File: src/rtl/rom_arbiter.sv
// -----------------------------------------------------------------------------
// rom_arbiter
//
// Shares one combinational instruction ROM between the instruction-fetch port
// (IF) and the data-side constant-load port (D). At most one port is granted
// per cycle. The granted port's address drives the ROM, and the returned word
// is captured into that port's output register with a one-cycle valid pulse.
// IF normally wins a conflict. After MAX_DATA_WAIT consecutive denied D cycles,
// D is forced to win.
//
// Optional feature: define ROM_ARB_STATS_EN to add the conflict/forced-grant
// statistics counters and their output ports.
//
// Ports
//   i_clk, i_rst            clock, synchronous active-high reset
//   i_if_req / i_if_addr    fetch request and byte address
//   o_if_gnt                combinational fetch grant
//   o_if_valid / o_if_data  registered fetch response (latency 1)
//   i_d_req / i_d_addr      data request and byte address
//   o_d_gnt                 combinational data grant
//   o_d_valid / o_d_data    registered data response (latency 1)
//   o_d_misalign            registered, pulses with o_d_valid on addr[1:0] != 0
//   o_rom_addr / i_rom_data ROM address out, combinational ROM word in
//   o_stat_conflicts        (ROM_ARB_STATS_EN) cycles with both requests high
//   o_stat_forced           (ROM_ARB_STATS_EN) forced D grants
// -----------------------------------------------------------------------------
`ifndef ROM_ADDR_WIDTH
`define ROM_ADDR_WIDTH 32
`endif
`ifndef ROM_DATA_WIDTH
`define ROM_DATA_WIDTH 32
`endif

module rom_arbiter #(
    parameter int ADDR_W        = `ROM_ADDR_WIDTH,
    parameter int DATA_W        = `ROM_DATA_WIDTH,
    parameter int MAX_DATA_WAIT = 4
) (
    input  logic              i_clk,
    input  logic              i_rst,

    input  logic              i_if_req,
    input  logic [ADDR_W-1:0] i_if_addr,
    output logic              o_if_gnt,
    output logic              o_if_valid,
    output logic [DATA_W-1:0] o_if_data,

    input  logic              i_d_req,
    input  logic [ADDR_W-1:0] i_d_addr,
    output logic              o_d_gnt,
    output logic              o_d_valid,
    output logic [DATA_W-1:0] o_d_data,
    output logic              o_d_misalign,

    output logic [ADDR_W-1:0] o_rom_addr,
    input  logic [DATA_W-1:0] i_rom_data
`ifdef ROM_ARB_STATS_EN
    ,
    output logic [31:0]       o_stat_conflicts,
    output logic [31:0]       o_stat_forced
`endif
);

    localparam logic [3:0] MAX_WAIT = 4'(MAX_DATA_WAIT);

    logic [3:0]        wait_cnt_q,   wait_cnt_d;
    logic              if_valid_q,   if_valid_d;
    logic [DATA_W-1:0] if_data_q,    if_data_d;
    logic              d_valid_q,    d_valid_d;
    logic [DATA_W-1:0] d_data_q,     d_data_d;
    logic              d_misalign_q, d_misalign_d;

    logic if_gnt;
    logic d_gnt;
    logic d_forced;

    // Grant and ROM address. When the starvation count has reached its limit,
    // D wins a conflict. Otherwise IF has priority.
    always_comb begin
        d_forced   = (wait_cnt_q == MAX_WAIT);
        d_gnt      = i_d_req & (~i_if_req | d_forced);
        if_gnt     = i_if_req & ~d_gnt;
        o_rom_addr = '0;
        if (d_gnt) begin
            o_rom_addr = i_d_addr;
        end else if (if_gnt) begin
            o_rom_addr = i_if_addr;
        end
    end

    // Next-state logic for the response registers and the starvation counter.
    always_comb begin
        // NOTE: every signal gets a default first, so the incomplete if-chains below cannot infer latches.
        wait_cnt_d   = wait_cnt_q;
        if_valid_d   = if_gnt;
        if_data_d    = if_data_q;
        d_valid_d    = d_gnt;
        d_data_d     = d_data_q;
        d_misalign_d = d_gnt & (i_d_addr[1:0] != 2'b00);

        if (if_gnt) begin
            if_data_d = i_rom_data;
        end
        if (d_gnt) begin
            d_data_d = i_rom_data;
        end

        // The count tracks consecutive denials only. Any grant, or any cycle
        // without a request, restarts it.
        if (!i_d_req || d_gnt) begin
            wait_cnt_d = 4'd0;
        end else if (wait_cnt_q != MAX_WAIT) begin
            wait_cnt_d = wait_cnt_q + 4'd1;
        end
    end

    // NOTE: state registers use non-blocking assignments, so every flop samples its pre-edge value.
    always_ff @(posedge i_clk) begin
        if (i_rst) begin
            wait_cnt_q   <= 4'd0;
            if_valid_q   <= 1'b0;
            if_data_q    <= '0;
            d_valid_q    <= 1'b0;
            d_data_q     <= '0;
            d_misalign_q <= 1'b0;
        end else begin
            wait_cnt_q   <= wait_cnt_d;
            if_valid_q   <= if_valid_d;
            if_data_q    <= if_data_d;
            d_valid_q    <= d_valid_d;
            d_data_q     <= d_data_d;
            d_misalign_q <= d_misalign_d;
        end
    end

    assign o_if_gnt     = if_gnt;
    assign o_d_gnt      = d_gnt;
    assign o_if_valid   = if_valid_q;
    assign o_if_data    = if_data_q;
    assign o_d_valid    = d_valid_q;
    assign o_d_data     = d_data_q;
    assign o_d_misalign = d_misalign_q;

`ifdef ROM_ARB_STATS_EN
    logic [31:0] conflicts_q, conflicts_d;
    logic [31:0] forced_q,    forced_d;

    // A forced grant is a D win while IF is also requesting. A D grant with no
    // competing IF request is an ordinary grant.
    always_comb begin
        conflicts_d = conflicts_q;
        forced_d    = forced_q;
        if (i_if_req && i_d_req) begin
            conflicts_d = conflicts_q + 32'd1;
        end
        if (d_gnt && i_if_req) begin
            forced_d = forced_q + 32'd1;
        end
    end

    always_ff @(posedge i_clk) begin
        if (i_rst) begin
            conflicts_q <= 32'd0;
            forced_q    <= 32'd0;
        end else begin
            conflicts_q <= conflicts_d;
            forced_q    <= forced_d;
        end
    end

    assign o_stat_conflicts = conflicts_q;
    assign o_stat_forced    = forced_q;
`endif

endmodule

File: config.mk
export PLATFORM = sky130hd
export DESIGN_NAME = rom_arbiter
export DESIGN_NICKNAME = d
export VERILOG_FILES = /design/src/rtl/rom_arbiter.sv
export SDC_FILE = /design/constraint.sdc
export NUM_CORES = 1
export LEC_CHECK = 0
export ABC_AREA = 0
export BUFFER_PORTS_ARGS = -buffer_cell sky130_fd_sc_hd__buf_4
export CORE_MARGIN = 2
export CORE_UTILIZATION = 40
export CTS_BUF_LIST = sky130_fd_sc_hd__clkbuf_8
export CTS_CLUSTER_DIAMETER = 200
export DETAILED_ROUTE_END_ITERATION = 16
export GPL_TIMING_DRIVEN = 0
export PLACE_DENSITY = 0.83
export SLEW_MARGIN = 20
export SYNTH_ARGS = -nofsm -noshare
export SYNTH_HDL_FRONTEND = slang
export SYNTH_SLANG_ARGS = --single-unit
File: constraint.sdc
create_clock -name i_clk -period 1.65 [get_ports i_clk]
set_input_delay 0.2475 -clock i_clk [delete_from_list [all_inputs] [get_ports i_clk]]
set_output_delay 0.2475 -clock i_clk [all_outputs]
set_load 0.005 [all_outputs]
# After elaboration in Yosys (flattened, before gate mapping)
# Index checks and enable logic that the tools add are counted.
dict set report op_classes {
  addsub 1
  n_eq_ne 2
  muxes 2
  n_bitwise 6
  n_reduce_logical 4
}
# op n
set op_table {}
lappend op_table {{32-bit 2-to-1 mux} 2}
lappend op_table {{4-bit by 1-bit adder with 4-bit output, second input constant} 1}
lappend op_table {{4-bit by 3-bit == test with 1-bit output, second input constant} 1}
lappend op_table {{4-bit by 3-bit != test with 1-bit output, second input constant} 1}
lappend op_table {{1-bit bitwise AND} 3}
lappend op_table {{1-bit inverter} 2}
lappend op_table {{2-bit nonzero test} 1}
lappend op_table {{2-bit OR reduction} 1}
lappend op_table {{1-bit zero test} 1}
lappend op_table {{1-bit logical OR} 1}
lappend op_table {{1-bit bitwise OR} 1}
dict set report word_totals {
  regBits 71
  in_bits 100
  output_inout_bits 101
  elab_cells 21
}

# Depth between registers and ports, before layout
# Gate-level depths: netlist of the first run.
dict set report logic_depth {
  ltp_word 7
  ltp_mapped 7
  mapped_depth_nobuf 6
}

# Worst setup path before layout of the first run
# OpenSTA, ideal clock, no wires.
dict set report synth_timing {
  path_kind {register to output}
  start {reg wait_cnt_q[0]}
  end {out o_rom_addr[0]}
  t_arrival_ps 1471
  t_required_ps 1402
  slack_ps -69
  path_stages_with_launch 8
  path_buffers 2
  path_cell_list {dfxtp_1 -> inv_1 -> ha_1 -> and3b_1 -> o21ai_2 -> buf_6 -> buf_2 -> o21ai_1}
}
dict set report synth_via {
  elab_chain_cells 7
}
# item line_no
set synth_lines {}
lappend synth_lines {{start, declared} 66} ;# logic [3:0] wait_cnt_q, wait_cnt_d;
lappend synth_lines {{start signal, assigned} 127} ;# wait_cnt_q <= wait_cnt_d;
lappend synth_lines {{4-bit by 3-bit == test with 1-bit output *} 80} ;# d_forced = (wait_cnt_q == MAX_WAIT);
lappend synth_lines {{1-bit bitwise OR *} 81} ;# d_gnt = i_d_req & (~i_if_req | d_forced);
lappend synth_lines {{1-bit bitwise AND *} 81}
lappend synth_lines {{1-bit inverter} 82} ;# if_gnt = i_if_req & ~d_gnt;
lappend synth_lines {{1-bit bitwise AND} 82}
lappend synth_lines {{32-bit 2-to-1 mux} 86} ;# end else if (if_gnt) begin
lappend synth_lines {{32-bit 2-to-1 mux *} 84} ;# if (d_gnt) begin
lappend synth_lines {{end, declared} 55} ;# output logic [ADDR_W-1:0] o_rom_addr,
# Mark *: on every way between the ends. The rest lies on a longest branch, timed or not.

# Worst setup path in the final report of the first run
dict set report layout_timing {
  start {reg wait_cnt_q[1]}
  end {out o_rom_addr[7]}
}
# The elaborated chain is that of the path after synthesis.

==> metrics.txt, run 1 <==
Clock Tree Buf Depth=2; Power Dens Cells=742 mW/mm2; CTS tree=yes; Area contributors post-synth=dfxtp_1, mux2i_1, nand2b_1; grt ovf=0; Synth cell types=23; number of port buffers=198; Syn Inst Count=382; Seq/Total Area, Yosys=0.415; syn nets=484; Ys Warns=0; DR WL/cell=15.7 um; Rows=33; Routed Antenna Nets=0; Crit Reg-Reg Endpoint=o_d_data[30]$_SDFFE_PP0P_; clock root cell=clkbuf_8; Chip Width=96.5 um; Clock Latency Late Sink=0.33 ns; Placer Congestion=0.743; CP endpoint=o_rom_addr[7]; FF+latch count, synth=71; Final Setup Violations=47; Hold WS=0.199 ns; Worst Max-Slew Pin Slew=0.488 ns; status=complete, but fails checks; CP max stage delay=0.34 ns; Die Ht=96.5 um; area of the multi-input gates=0.00184 mm2; r2r startpoint=wait_cnt_q[1]$_SDFFE_PP0N_; Vias/cell=4.77; syn_area_per_cell=8.96 um2; hold_buf cts=0; largest fanout on the critical path=6; Pleak=2.80 nW; failing checks=setup timing; top-count cell post-synth=nand2b_1; first-pass GRT wire length=16.2 mm; fmax=0.491 GHz; starting DRC count in detailed routing=87; fillers=629; maximum vdd ir drop=557 uV; RSZ-0062 raised after global routing=true; clock transition at the registers of the reported paths=0.08 ns; Max-Cap Viols=0; diodes inserted=0; endpoint type of the worst setup path=primary output; post-synth top area cell=dfxtp_1; area share of the largest cell type after synthesis=0.415; Max Clock Skew=0.0102 ns; delay-heaviest family, CP=buffers and inverters; WL final=11.2 mm; vias in the first global route=3384; Crit Path Class=reg -> out; Initial Utilization=0.415; layout cells sized above 1=0.447; number of synthesized flops with an enable pin=0; CTS H-Tree Depth=3; Critical Path RT=1.40 ns; pre-CTS WS=-0.273 ns; register area=0.00142 mm2; 1st-pass router iterations=4; io pins=201; Core ar.=0.00826 mm2; final worst slack=-0.388 ns; period utilization=1.24; Commonest cells post-synth=nand2b_1, dfxtp_1, mux2i_1; hpwl dp=8.37 mm; CP Launch Type=flip-flop; drt drc=0; Worst R2R Path Depth=10; Worst path depth=8; CP Data Arrival Time=1.79 ns; final core occ=0.687; Cell Chain, Critical Path=inv_2 -> ha_4 -> and3b_2 -> o21ai_4 -> buf_12 -> clkbuf_16 -> o21ai_1 -> buf_4; DIE AREA=0.00931 mm2; CTS Buf Count=9; post-route setup TNS=-12.98 ns; Power, Total=4.21 mW; area of the mapped netlist=0.00342 mm2; Register-to-Register Setup Slack=-0.13 ns; Crit-path slowest cell=dfxtp_2; Post-synth top flop=dfxtp_1; Vias=3416; Buf+Inv Stages, Crit Path=4; final hold violations=0; fin nets=708; Slew Limit Fails=0; clock tree sinks=71; Area Overhead vs Synth=65.7%; Post-synth ARST share=0; min Tclk post-route=2.04 ns; Hold Path Class=in -> reg; total track usage=0.228; slew margin rel.=0.675; antenna violations before repair=0; Critical Path Start=wait_cnt_q[1]$_SDFFE_PP0N_; pin count of the biggest net entering global routing=14
## area by class of cell
| type | instances | area share |
|---|---|---|
| inverter | 39 | 0.0289 |
| clock buffer | 10 | 0.0243 |
| sequential | 71 | 0.251 |
| tap | 105 | 0.0232 |
| multi-input combinational | 245 | 0.325 |
| buffer | 26 | 0.0377 |
| timing repair buffer | 214 | 0.298 |
| clock inverter | 6 | 0.0119 |
## layer usage
| layer | up-vias | track usage | part of all wire |
|---|---|---|---|
| met5 | - | 0 | 0 |
| met2 | 135 | 0.431 | 0.51 |
| met4 | 0 | 0.0634 | 0.016 |
| met3 | 12 | 0.0791 | 0.095 |
| met1 | 1582 | 0.238 | 0.38 |
| li1 | 1687 | - | - |
## what timing repair did
action | in CTS | in global routing
setup buffers | 9 | 5
gates cloned | 1 | 1
resized for setup | 44 | 27
hold endpoints to repair | 0 | 0
setup endpoints to repair | 50 | 70
pin swaps | 2 | 2
## per-stage QoR
stage	cells	instance area, um2
after detailed placement	685	5060
final	716	5670
after floorplan	382	3440
after global routing	716	5670
after CTS	711	5520
after global placement	685	5060
## sequential cells by signal, indices dropped and copies added, names as in the netlist
signal,flops
o_d_data,32
o_d_misalign,1
o_d_valid,1
o_if_data,32
o_if_valid,1
wait_cnt_q,4
## how the worst min path moves through the flow
stage	startpoint	endpoint	slack (ns)	cells past startpoint
final	i_rom_data[4]	o_d_data[4]$_SDFFE_PP0P_	0.20	3
after global routing	i_rom_data[5]	o_d_data[5]$_SDFFE_PP0P_	0.20	3
after CTS	i_rom_data[18]	o_if_data[18]$_SDFFE_PP0N_	0.18	3
after detailed placement	wait_cnt_q[0]$_SDFFE_PP0N_	wait_cnt_q[0]$_SDFFE_PP0N_	0.42	1
after global placement	wait_cnt_q[0]$_SDFFE_PP0N_	wait_cnt_q[0]$_SDFFE_PP0N_	0.41	1
after floorplan	i_d_req	o_d_valid$_SDFF_PP0_	0.39	2
## cell families after synthesis
| family | count (synthesis) | synth area share |
|---|---|---|
| simple gates | 142 | 0.246 |
| fa+ha+maj | 2 | 0.00731 |
| buf+inv | 66 | 0.0877 |
| compound gates | 36 | 0.0545 |
| mux | 64 | 0.187 |
| xor+xnor | 1 | 0.00256 |
| flops | 71 | 0.415 |
## tightest hold or removal path, stage by stage
cell and delay (ns):
buf_4 0.08, nand2b_1 0.06, mux2i_1 0.11
## report_power, final
part	internal [mW]	total (mW)	switching, mW
combinational	0.564	0.944	0.380
sequential	1.81	1.86	0.0507
clock	0.744	1.41	0.662
total	3.11	4.21	1.09
## cells in the final DEF, fill, tap and decap left out, types with 2 or more instances in the layout
master      Yosys  routed
clkbuf_1       17      14
a21oi_1         2       2
nand2b_1       97      97
buf_6           6      12
buf_2           4       2
o21ai_4         0       5
buf_12          0       4
inv_1          36      34
nor2_1          5       5
clkinvlp_4      0       2
buf_8           0       4
mux2i_1        64      63
inv_6           0       2
inv_2           2       3
nand3_1        33      33
o21ai_2         1      14
buf_4           0     200
clkbuf_8        0      10
o21ai_1        32      14
dfxtp_2         0       2
dfxtp_1        71      69
clkbuf_4        0       2
Power figures use the tool's default switching activity.
==> run 2: changes to the inputs <==
--- a/config.mk
+++ b/config.mk
@@ -18,3 +18,4 @@
 export SYNTH_ARGS = -nofsm -noshare
 export SYNTH_HDL_FRONTEND = slang
 export SYNTH_SLANG_ARGS = --single-unit
+export TNS_END_PERCENT = 10
==> metrics.txt, run 2 (synthesis gave the netlist of run 1 again) <==
Die Ht=96.5 um; Hold WS=0.200 ns; Register-to-Register Setup Slack=-0.08 ns; Area Overhead vs Synth=64.0%; clock transition at the registers of the reported paths=0.08 ns; failing checks=setup timing; # placed instances=685; clock tree sinks=71; Chip Width=96.5 um; Vias/cell=4.78; slew margin rel.=0.678; hold_buf cts=0; fin nets=705; io pins=201; Power, Total=4.20 mW; CP Launch Type=flip-flop; fillers=636; post-route setup TNS=-13.15 ns; fmax=0.488 GHz; final core occ=0.680; Placement Cell Area=0.00506 mm2; CTS tree=yes; CP Data Arrival Time=1.80 ns; first-pass GRT wire length=16.1 mm; pre-CTS WS=-0.273 ns; Clock Latency Late Sink=0.33 ns; RSZ-0062 raised after global routing=true; Critical Path RT=1.40 ns; commonest non-fill, non-tap cell in the layout=buf_4; Clock Tree Buf Depth=2; Max-Cap Viols=0; drt drc=0; Rows=33; Vias=3407; period utilization=1.24; 1st-pass router iterations=5; grt ovf=0; DR WL/cell=15.6 um; maximum vdd ir drop=564 uV; starting DRC count in detailed routing=68; final hold violations=0; Worst Max-Slew Pin Slew=0.483 ns; Placer Congestion=0.743; pin count of the biggest net entering global routing=14; DIE AREA=0.00931 mm2; number of port buffers=198; Final Setup Violations=43; Crit Path Class=reg -> out; clock root cell=clkbuf_8; largest fanout on the critical path=6; vias in the first global route=3369; Core ar.=0.00826 mm2; antenna violations before repair=0; layout cells sized above 1=0.442; Slew Limit Fails=0; CTS Buf Count=9; post-route cell area=0.00561 mm2; Power Dens Cells=748 mW/mm2; endpoint type of the worst setup path=primary output; Initial Utilization=0.415; Pleak=2.79 nW; min Tclk post-route=2.05 ns; CTS H-Tree Depth=3; total track usage=0.228; WL final=11.1 mm; Max Clock Skew=0.00942 ns; commonest cells after routing, fill and taps aside=buf_4, nand2b_1, dfxtp_1; hpwl dp=8.37 mm; diodes inserted=0; Routed Antenna Nets=0; final non-filler cell total=713; status=complete, but fails checks; Hold Path Class=in -> reg; final worst slack=-0.398 ns
==> run 2: metal layers <==
metal	routed length [um]	up-vias	GRT usage	share of wire
met3	1090	14	0.0799	0.098
met4	189	0	0.0634	0.017
met2	5690	139	0.429	0.51
met5	0	-	0	0
met1	4160	1572	0.238	0.37
li1	-	1682	-	-
==> run 2: cell type report <==
| class | instances | area (um2) | share of cell area |
|---|---|---|---|
| timing repair buffer | 210 | 1670 | 0.298 |
| inverter | 39 | 159 | 0.0283 |
| tap | 105 | 131 | 0.0234 |
| clock buffer | 10 | 138 | 0.0245 |
| sequential | 71 | 1420 | 0.254 |
| clock inverter | 6 | 67.6 | 0.0120 |
| buffer | 27 | 208 | 0.0370 |
| multi-input combinational | 245 | 1820 | 0.323 |
==> run 2: critical path, stage by stage (launching register included) <==
cell and delay [ns]:
dfxtp_2 0.34, inv_2 0.05, ha_4 0.17, and3b_2 0.24, o21ai_4 0.18, buf_12 0.17, clkbuf_16 0.14, o21ai_1 0.06
buf_4 0.14
==> run 2: repair_timing <==
action | 4_1_cts | 5_1_grt
resized for setup | 41 | 19
cloned | 1 | 1
endpoints found under the hold margin | 0 | 0
buffers inserted | 9 | 1
setup endpoints to repair | 50 | 70
pin swaps | 2 | 0
==> run 2: power by group <==
group | leakage (nW) | total, mW | internal [mW] | switching, mW
clock | 0.0989 | 1.41 | 0.745 | 0.666
combinational | 2.11 | 0.932 | 0.558 | 0.374
sequential | 0.584 | 1.86 | 1.81 | 0.0508
==> run 2: worst paths after layout <==
| kind | start | to | cells past startpoint |
|---|---|---|---|
| max | wait_cnt_q[1]$_SDFFE_PP0N_ | o_rom_addr[7] | 8 |
| min | i_rom_data[4] | o_d_data[4]$_SDFFE_PP0P_ | 3 |
| max reg2reg | wait_cnt_q[1]$_SDFFE_PP0N_ | o_d_data[30]$_SDFFE_PP0P_ | 10 |
| min reg2reg | o_if_data[30]$_SDFFE_PP0N_ | o_if_data[30]$_SDFFE_PP0N_ | 2 |
